==> src/rtl/seg_pkg.sv <==
// Shared constants for the seven-segment scan decoder: digit-select codes,
// active-low glyph patterns (bit 6 = a ... bit 0 = g) and the scan FSM state type.
package seg_pkg;

  // Active-low digit-select codes on com
  localparam logic [3:0] ComThou  = 4'b0111;
  localparam logic [3:0] ComHund  = 4'b1011;
  localparam logic [3:0] ComTens  = 4'b1101;
  localparam logic [3:0] ComUnit  = 4'b1110;
  localparam logic [3:0] ComBlank = 4'b1111;

  // Active-low segment patterns, ordered a,b,c,d,e,f,g from MSB to LSB
  localparam logic [6:0] Glyph0 = 7'b0000001;
  localparam logic [6:0] Glyph1 = 7'b1001111;
  localparam logic [6:0] Glyph2 = 7'b0010010;
  localparam logic [6:0] Glyph3 = 7'b0000110;
  localparam logic [6:0] Glyph4 = 7'b1001100;
  localparam logic [6:0] Glyph5 = 7'b0100100;
  localparam logic [6:0] Glyph6 = 7'b0100000;
  localparam logic [6:0] Glyph7 = 7'b0001111;
  localparam logic [6:0] Glyph8 = 7'b0000000;
  localparam logic [6:0] Glyph9 = 7'b0000100;
  localparam logic [6:0] GlyphA = 7'b0001000;
  localparam logic [6:0] GlyphB = 7'b1100000;
  localparam logic [6:0] GlyphC = 7'b0110001;
  localparam logic [6:0] GlyphD = 7'b1000010;
  localparam logic [6:0] GlyphE = 7'b0110000;
  localparam logic [6:0] GlyphF = 7'b0111000;

  typedef enum logic [1:0] {
    StIdle,
    StSettle,
    StHeld
  } scan_state_e;

  // A com code is legal only when exactly one digit is selected
  function automatic logic com_legal(input logic [3:0] com);
    logic legal;
    case (com)
      ComThou, ComHund, ComTens, ComUnit: legal = 1'b1;
      ComBlank:                           legal = 1'b0;
      default:                            legal = 1'b0;
    endcase
    return legal;
  endfunction

  // Slot index of a legal com code; thousands is slot 3
  function automatic logic [1:0] com_to_slot(input logic [3:0] com);
    logic [1:0] slot;
    case (com)
      ComThou: slot = 2'd3;
      ComHund: slot = 2'd2;
      ComTens: slot = 2'd1;
      default: slot = 2'd0;
    endcase
    return slot;
  endfunction

endpackage

==> src/rtl/seg7_decode.sv <==
// Combinational seven-segment glyph decoder.
// Optional SEG_DECODER_HEX_EN accepts glyphs A,b,C,d,E,F as 4'hA-4'hF; otherwise they are errors.
module seg7_decode
  import seg_pkg::*;
(
  input  logic [6:0] seg,
  output logic [3:0] value,
  output logic       err
);

`ifdef SEG_DECODER_HEX_EN
  localparam bit HexEn = 1'b1;
`else
  localparam bit HexEn = 1'b0;
`endif

  // Map an active-low pattern to its value; anything unrecognised reads as F with error
  always_comb begin
    value = 4'hF;
    err   = 1'b1;
    case (seg)
      Glyph0: begin value = 4'h0; err = 1'b0; end
      Glyph1: begin value = 4'h1; err = 1'b0; end
      Glyph2: begin value = 4'h2; err = 1'b0; end
      Glyph3: begin value = 4'h3; err = 1'b0; end
      Glyph4: begin value = 4'h4; err = 1'b0; end
      Glyph5: begin value = 4'h5; err = 1'b0; end
      Glyph6: begin value = 4'h6; err = 1'b0; end
      Glyph7: begin value = 4'h7; err = 1'b0; end
      Glyph8: begin value = 4'h8; err = 1'b0; end
      Glyph9: begin value = 4'h9; err = 1'b0; end
      GlyphA: if (HexEn) begin value = 4'hA; err = 1'b0; end
      GlyphB: if (HexEn) begin value = 4'hB; err = 1'b0; end
      GlyphC: if (HexEn) begin value = 4'hC; err = 1'b0; end
      GlyphD: if (HexEn) begin value = 4'hD; err = 1'b0; end
      GlyphE: if (HexEn) begin value = 4'hE; err = 1'b0; end
      GlyphF: if (HexEn) begin value = 4'hF; err = 1'b0; end
      default: ;
    endcase
  end

endmodule

==> src/rtl/seg_scan_decoder.sv <==
// Recovers four digits from a multiplexed seven-segment scan (active-low com/num).
// Each digit phase must be stable SETTLE_CYCLES samples before capture; a full set
// of four captures publishes a frame. Macro SEG_DECODER_HEX_EN enables hex glyphs.
module seg_scan_decoder
  import seg_pkg::*;
#(
  parameter int unsigned SETTLE_CYCLES  = 4,
  parameter int unsigned TIMEOUT_CYCLES = 50000000
) (
  input  logic        clock,
  input  logic        reset,
  input  logic [3:0]  com,
  input  logic [7:0]  num,
  output logic [15:0] digits,
  output logic [3:0]  dp,
  output logic [3:0]  digit_err,
  output logic        frame_valid,
  output logic        stale
);

  localparam logic [7:0]  SettleTarget = 8'(SETTLE_CYCLES);
  localparam logic [27:0] TimeoutMax   = 28'(TIMEOUT_CYCLES);

  logic [3:0]  com_meta, com_sync;
  logic [7:0]  num_meta, num_sync;
  logic [11:0] cur;
  logic        legal;

  scan_state_e state_q, state_d;
  logic [11:0] sample_q, sample_d;
  logic [7:0]  settle_q, settle_d;
  logic        capture;

  logic [3:0]  seen_q, seen_d;
  logic [3:0]  shadow_val_q [4];
  logic [3:0]  shadow_dp_q;
  logic [3:0]  shadow_err_q;
  logic [27:0] tmo_q, tmo_d;
  logic        tmo_hit;
  logic        frame_fire;
  logic        stale_d;

  logic [1:0]  slot;
  logic [3:0]  dec_value;
  logic        dec_err;

  // Two-flop synchronizer on the asynchronous display lines
  always_ff @(posedge clock) begin
    if (reset) begin
      com_meta <= 4'hF;
      com_sync <= 4'hF;
      num_meta <= 8'hFF;
      num_sync <= 8'hFF;
    end else begin
      com_meta <= com;
      com_sync <= com_meta;
      num_meta <= num;
      num_sync <= num_meta;
    end
  end

  assign cur   = {com_sync, num_sync};
  assign legal = com_legal(com_sync);

  // Scan FSM state, last sample and settle count
  always_ff @(posedge clock) begin
    if (reset) begin
      state_q  <= StIdle;
      sample_q <= 12'hFFF;
      settle_q <= 8'd0;
    end else begin
      state_q  <= state_d;
      sample_q <= sample_d;
      settle_q <= settle_d;
    end
  end

  // Next-state: capture once when a legal value has been stable for SETTLE_CYCLES samples
  always_comb begin
    state_d  = state_q;
    sample_d = sample_q;
    settle_d = settle_q;
    capture  = 1'b0;
    if (!legal) begin
      state_d  = StIdle;
      settle_d = 8'd0;
    end else begin
      case (state_q)
        StIdle: begin
          state_d  = StSettle;
          sample_d = cur;
          settle_d = 8'd1;
        end
        StSettle: begin
          if (cur != sample_q) begin
            sample_d = cur;
            settle_d = 8'd1;
          end else if (settle_q + 8'd1 == SettleTarget) begin
            capture  = 1'b1;
            state_d  = StHeld;
            settle_d = SettleTarget;
          end else begin
            settle_d = settle_q + 8'd1;
          end
        end
        StHeld: begin
          if (cur != sample_q) begin
            state_d  = StSettle;
            sample_d = cur;
            settle_d = 8'd1;
          end
        end
        default: begin
          state_d  = StIdle;
          settle_d = 8'd0;
        end
      endcase
    end
  end

  // At capture time the sample register equals the current synchronized value
  assign slot = com_to_slot(sample_q[11:8]);

  seg7_decode u_decode (
    .seg   (sample_q[7:1]),
    .value (dec_value),
    .err   (dec_err)
  );

  assign frame_fire = (seen_q == 4'hF);
  assign tmo_hit    = (tmo_q == TimeoutMax);

  // Seen mask, timeout counter and stale flag bookkeeping
  always_comb begin
    seen_d  = seen_q;
    tmo_d   = tmo_q;
    stale_d = stale;
    if (frame_fire || tmo_hit) begin
      seen_d = 4'h0;
    end
    if (capture) begin
      seen_d[slot] = 1'b1;
      tmo_d        = 28'd0;
    end else if (!tmo_hit) begin
      tmo_d = tmo_q + 28'd1;
    end
    if (tmo_hit) begin
      stale_d = 1'b1;
    end
    if (frame_fire) begin
      stale_d = 1'b0;
    end
  end

  // Shadow slots hold captures until the frame completes; recapture overwrites
  always_ff @(posedge clock) begin
    if (reset) begin
      for (int i = 0; i < 4; i++) begin
        shadow_val_q[i] <= 4'h0;
      end
      shadow_dp_q  <= 4'h0;
      shadow_err_q <= 4'h0;
    end else if (capture) begin
      shadow_val_q[slot] <= dec_value;
      shadow_dp_q[slot]  <= ~sample_q[0];
      shadow_err_q[slot] <= dec_err;
    end
  end

  // Frame publication, seen mask, timeout counter and stale flag
  always_ff @(posedge clock) begin
    if (reset) begin
      seen_q      <= 4'h0;
      tmo_q       <= 28'd0;
      stale       <= 1'b0;
      frame_valid <= 1'b0;
      digits      <= 16'h0;
      dp          <= 4'h0;
      digit_err   <= 4'h0;
    end else begin
      seen_q      <= seen_d;
      tmo_q       <= tmo_d;
      stale       <= stale_d;
      frame_valid <= frame_fire;
      if (frame_fire) begin
        digits    <= {shadow_val_q[3], shadow_val_q[2], shadow_val_q[1], shadow_val_q[0]};
        dp        <= shadow_dp_q;
        digit_err <= shadow_err_q;
      end
    end
  end

endmodule

==> config.mk <==
export PLATFORM = sky130hd
export DESIGN_NAME = seg_scan_decoder
export DESIGN_NICKNAME = d
export VERILOG_FILES = /design/src/rtl/seg_pkg.sv /design/src/rtl/seg7_decode.sv /design/src/rtl/seg_scan_decoder.sv
export SDC_FILE = /design/constraint.sdc
export NUM_CORES = 1
export LEC_CHECK = 0
export ABC_AREA = 1
export CAP_MARGIN = 30
export CORE_MARGIN = 2
export CORE_UTILIZATION = 45
export DETAILED_ROUTE_END_ITERATION = 7
export GPL_TIMING_DRIVEN = 0
export PLACE_DENSITY = 0.74
export SETUP_SLACK_MARGIN = 0.3
export SLEW_MARGIN = 0
export SYNTH_ARGS = -nofsm -noshare
export SYNTH_HDL_FRONTEND = slang
export SYNTH_SLANG_ARGS = --single-unit
==> constraint.sdc <==
create_clock -name clock -period 3.6 [get_ports clock]
set_input_delay 0.72 -clock clock [delete_from_list [all_inputs] [get_ports clock]]
set_output_delay 0.72 -clock clock [all_outputs]
set_load 0.01 [all_outputs]
==> results.md <==
| Parameter | This run |
|---|---|
| Setup repair after global routing missed its margin | no |
| Type of origin of the critical path | input port |
| Fraction of final layout cells with drive strength greater than 1 | 10.76% |
| Leakage dissipation | 2.953 nW |
| Starting density of the core | 46.24% |
| Count of antenna diodes in the layout | 0 |
| Total clock buffers created by CTS | 17 |
| Fmax achieved | 0.4096 GHz |
| Source-to-sink clock delay at the later pin of the worst-skew pair | 0.42 ns |
| Worst supply voltage drop on vdd | 0.3265 mV |
| Power density cells | 504.6 mW/mm^2 |
| Normalized max-slew margin | 50.51% |
| Final routed wirelength across all metal layers | 10.67 mm |
| Global-route usage over all layers | 17.38% |
| Average wire per standard cell | 11.13 um |
| Largest fanout on the critical path | 10 |
| Number of enable flip-flop cells after synthesis | 16 |
| Placeable core region | 0.01206 mm^2 |
| Total of flip-flops plus latches after synthesis | 128 |
| Share of flip-flops with an asynchronous set or reset after synthesis | 0% |
| DR vias | 4513 |
| Clock-pin slew of the registers on the worst-case setup and hold paths | 0.06 ns |
| Critical path launch point | reset |
| Worst-Margin Slew | 0.7367 ns |
| Final worst clock skew | 0.01651 ns |
| Min Tclk post-route | 2.441 ns |
| CTS H-Tree Depth | 4 |
| Post-synth top flop | sky130_fd_sc_hd__dfxtp_1 |
| Pin count of the biggest net entering global routing | 17 |
| Data arrival at the endpoint of the critical path | 2.56 ns |
| Via-per-instance ratio | 4.711 |
| Count of input and output buffers | 39 |
| Clk sinks | 128 |
| CTS tree | done |
| Top post-synthesis cells by area | sky130_fd_sc_hd__dfxtp_1 40%, sky130_fd_sc_hd__nand2_1 12%, sky130_fd_sc_hd__edfxtp_1 8.6%, sky130_fd_sc_hd__nor2_1 5.9%, sky130_fd_sc_hd__nand3_1 5.7% |
| Period Utilization, post-route | 67.81% |
| Count of boundary I/O pins | 40 |
| Routed Antenna Nets | 0 |
| Final core utilization | 56.10% |
| Synth Area per Inst | 7.758 um^2 |
| Worst Hold Class | reg -> reg |
| Critical R2R Launch | settle_q[0]$_SDFFE_PP0P_ |
| Run status | finished, final reports clean |
| Warnings, synthesis | 0 |
| Max Cap Viol | 0 |
| Least setup slack across all paths after layout | 1.159 ns |
| Width of the die | 115.3 um |
| Global route total overflow | 0 |
| Rows | 40 |
| Number of antenna violations at the first check in global routing | 0 |
| CTS hold repair buffers | 0 |
| Proportion of synthesized chip area in sequential cells | 48.81% |
| Final GP Congestion | 0.8416 |
| WP data required | 3.72 ns |
| Layout area overhead | 21.31% |
| Total of endpoints with negative setup slack in the final report | 0 |
| Vias in the first global route | 4150 |
| Number of distinct library cells after synthesis | 37 |
| Vertical extent of the die | 115.3 um |
| Cell type with the highest aggregate area in the netlist | sky130_fd_sc_hd__dfxtp_1 |
| Synth Cell Area | 0.005578 mm^2 |
| Placed wire-length estimate | 7.533 mm |
| Wire length of the first global-routing pass | 18.52 mm |
| Clock root buffer | sky130_fd_sc_hd__clkbuf_16 |
| Worst Path Class, Setup | in -> reg |
| Final Hold Fails | 0 |
| Hold Startpoint | num_meta[0]$_SDFF_PP1_ |
| Initial drt markers | 336 |
| Number of buffers inserted by post-CTS setup repair | 0 |
| Fin Setup TNS | 0 ns |
| Post-synthesis net count | 741 |
| Final nets | 799 |
| Area share of the leading cell type in the synthesized netlist | 40.20% |
| Maximum root-to-sink buffer count | 2 |
| Count of final max-slew check failures | 0 |
| Place WS | 0.7257 ns |
| Number of fill cells | 1096 |
| Post-CTS Resized | 0 |
| Type of element capturing the critical path | flop |
| Number of standard cells after synthesis | 719 |
| Router iterations before antenna repair | 4 |
| Die area | 0.01330 mm^2 |
| Remaining routing DRC violations | 0 |
## where the power goes
group	internal (mW)	total, mW	switching, mW
logic	0.0820	0.220	0.138
clock network	0.987	1.68	0.689
registers	1.49	1.52	0.0327
total	2.55	3.41	0.860
## critical path: stages
cell,delay [ns]
sky130_fd_sc_hd__clkdlybuf4s50_1,0.53
sky130_fd_sc_hd__clkinv_1,0.18
sky130_fd_sc_hd__clkbuf_1,0.34
sky130_fd_sc_hd__clkbuf_1,0.53
sky130_fd_sc_hd__nand2_1,0.26
## placed cells by master, fill, tap and decap left out, types with 4 or more instances in the layout
master / n
sky130_fd_sc_hd__nand3_1: 64
sky130_fd_sc_hd__clkbuf_1: 13
sky130_fd_sc_hd__nand4_1: 17
sky130_fd_sc_hd__edfxtp_1: 16
sky130_fd_sc_hd__clkdlybuf4s50_1: 39
sky130_fd_sc_hd__a21oi_1: 20
sky130_fd_sc_hd__nor3b_1: 4
sky130_fd_sc_hd__nor2_1: 87
sky130_fd_sc_hd__clkbuf_16: 19
sky130_fd_sc_hd__nand3_2: 4
sky130_fd_sc_hd__xor2_1: 19
sky130_fd_sc_hd__dfxtp_1: 112
sky130_fd_sc_hd__nor3_1: 14
sky130_fd_sc_hd__or2_2: 30
sky130_fd_sc_hd__inv_1: 78
sky130_fd_sc_hd__xnor2_1: 4
sky130_fd_sc_hd__nand2_2: 4
sky130_fd_sc_hd__o211ai_1: 12
sky130_fd_sc_hd__ha_1: 8
sky130_fd_sc_hd__inv_6: 5
sky130_fd_sc_hd__nand2_1: 184
## area by class of cell
class	instances	area (um^2)	area share (%)
well taps	168	210.2	3.107
plain buffers	17	72.57	1.072
clock inverters	13	112.6	1.664
repair buffers	39	390.4	5.769
inverters	82	309.0	4.567
clock buffers	19	475.5	7.027
flip-flops and latches	128	2723	40.24
multi-input cells	492	2474	36.56
## synthesized netlist by cell type, types with 4 or more instances
cell	count
sky130_fd_sc_hd__clkbuf_1	13
sky130_fd_sc_hd__ha_1	8
sky130_fd_sc_hd__dfxtp_1	112
sky130_fd_sc_hd__a21oi_1	20
sky130_fd_sc_hd__nor3b_1	4
sky130_fd_sc_hd__xnor2_1	4
sky130_fd_sc_hd__inv_1	78
sky130_fd_sc_hd__xor2_1	19
sky130_fd_sc_hd__nor2_1	87
sky130_fd_sc_hd__nand4_1	17
sky130_fd_sc_hd__edfxtp_1	16
sky130_fd_sc_hd__nand3_2	4
sky130_fd_sc_hd__nand2_2	4
sky130_fd_sc_hd__nor3_1	14
sky130_fd_sc_hd__or2_2	30
sky130_fd_sc_hd__nand3_1	64
sky130_fd_sc_hd__nand2_1	184
sky130_fd_sc_hd__o211ai_1	12
## worst paths after layout
| check | to | cells past startpoint | slack, ns |
|---|---|---|---|
| max | shadow_val_q[3][1]$_DFFE_PP_ | 5 | 1.16 |
| min | num_sync[0]$_SDFF_PP1_ | 1 | 0.40 |
| max reg2reg | shadow_val_q[0][3]$_SDFFCE_PN0P_ | 11 | 1.41 |
| min reg2reg | num_sync[0]$_SDFF_PP1_ | 1 | 0.40 |
## through the flow
| step | hold WS, ns | cells | cell area (um^2) | power [mW] |
|---|---|---|---|---|
| finish | 0.4026 | 958 | 6766 | 3.415 |
| floorplan | 0.3895 | 719 | 5578 | 1.707 |
| CTS | 0.4065 | 958 | 6766 | 3.443 |
| detailed placement | 0.3923 | 926 | 6178 | 1.768 |
| global route | 0.4107 | 958 | 6766 | 3.545 |
| global placement | 0.3918 | 926 | 6178 | 1.763 |
## registers in the layout (all words and copies together), names as in the netlist, 8 cells and up
signal / count
tmo_q: 28
digits: 16
shadow_val_q: 16
sample_q: 12
num_meta: 8
num_sync: 8
settle_q: 8
## routing by layer
metal / global-route usage [%] / share of wire (%) / vias to the layer above
li1: - / - / 2415
met5: 0 / 0 / -
met3: 5.219 / 4.8 / 9
met1: 22.96 / 49 / 1999
met2: 27.37 / 45 / 90
met4: 5.542 / 0.99 / 0
## kinds of logic (layout without fill, tap and decap cells)
logic type      Yosys count  in the layout  synth area share, %
compound gates           41             41                4.486
flops                   128            128                48.81
buf+inv                  99            170                6.841
simple gates            420            420                34.45
xor+xnor                 23             23                3.611
fa+ha+maj                 8              8                1.795
Note: power is estimated with default switching activity, not from simulation.
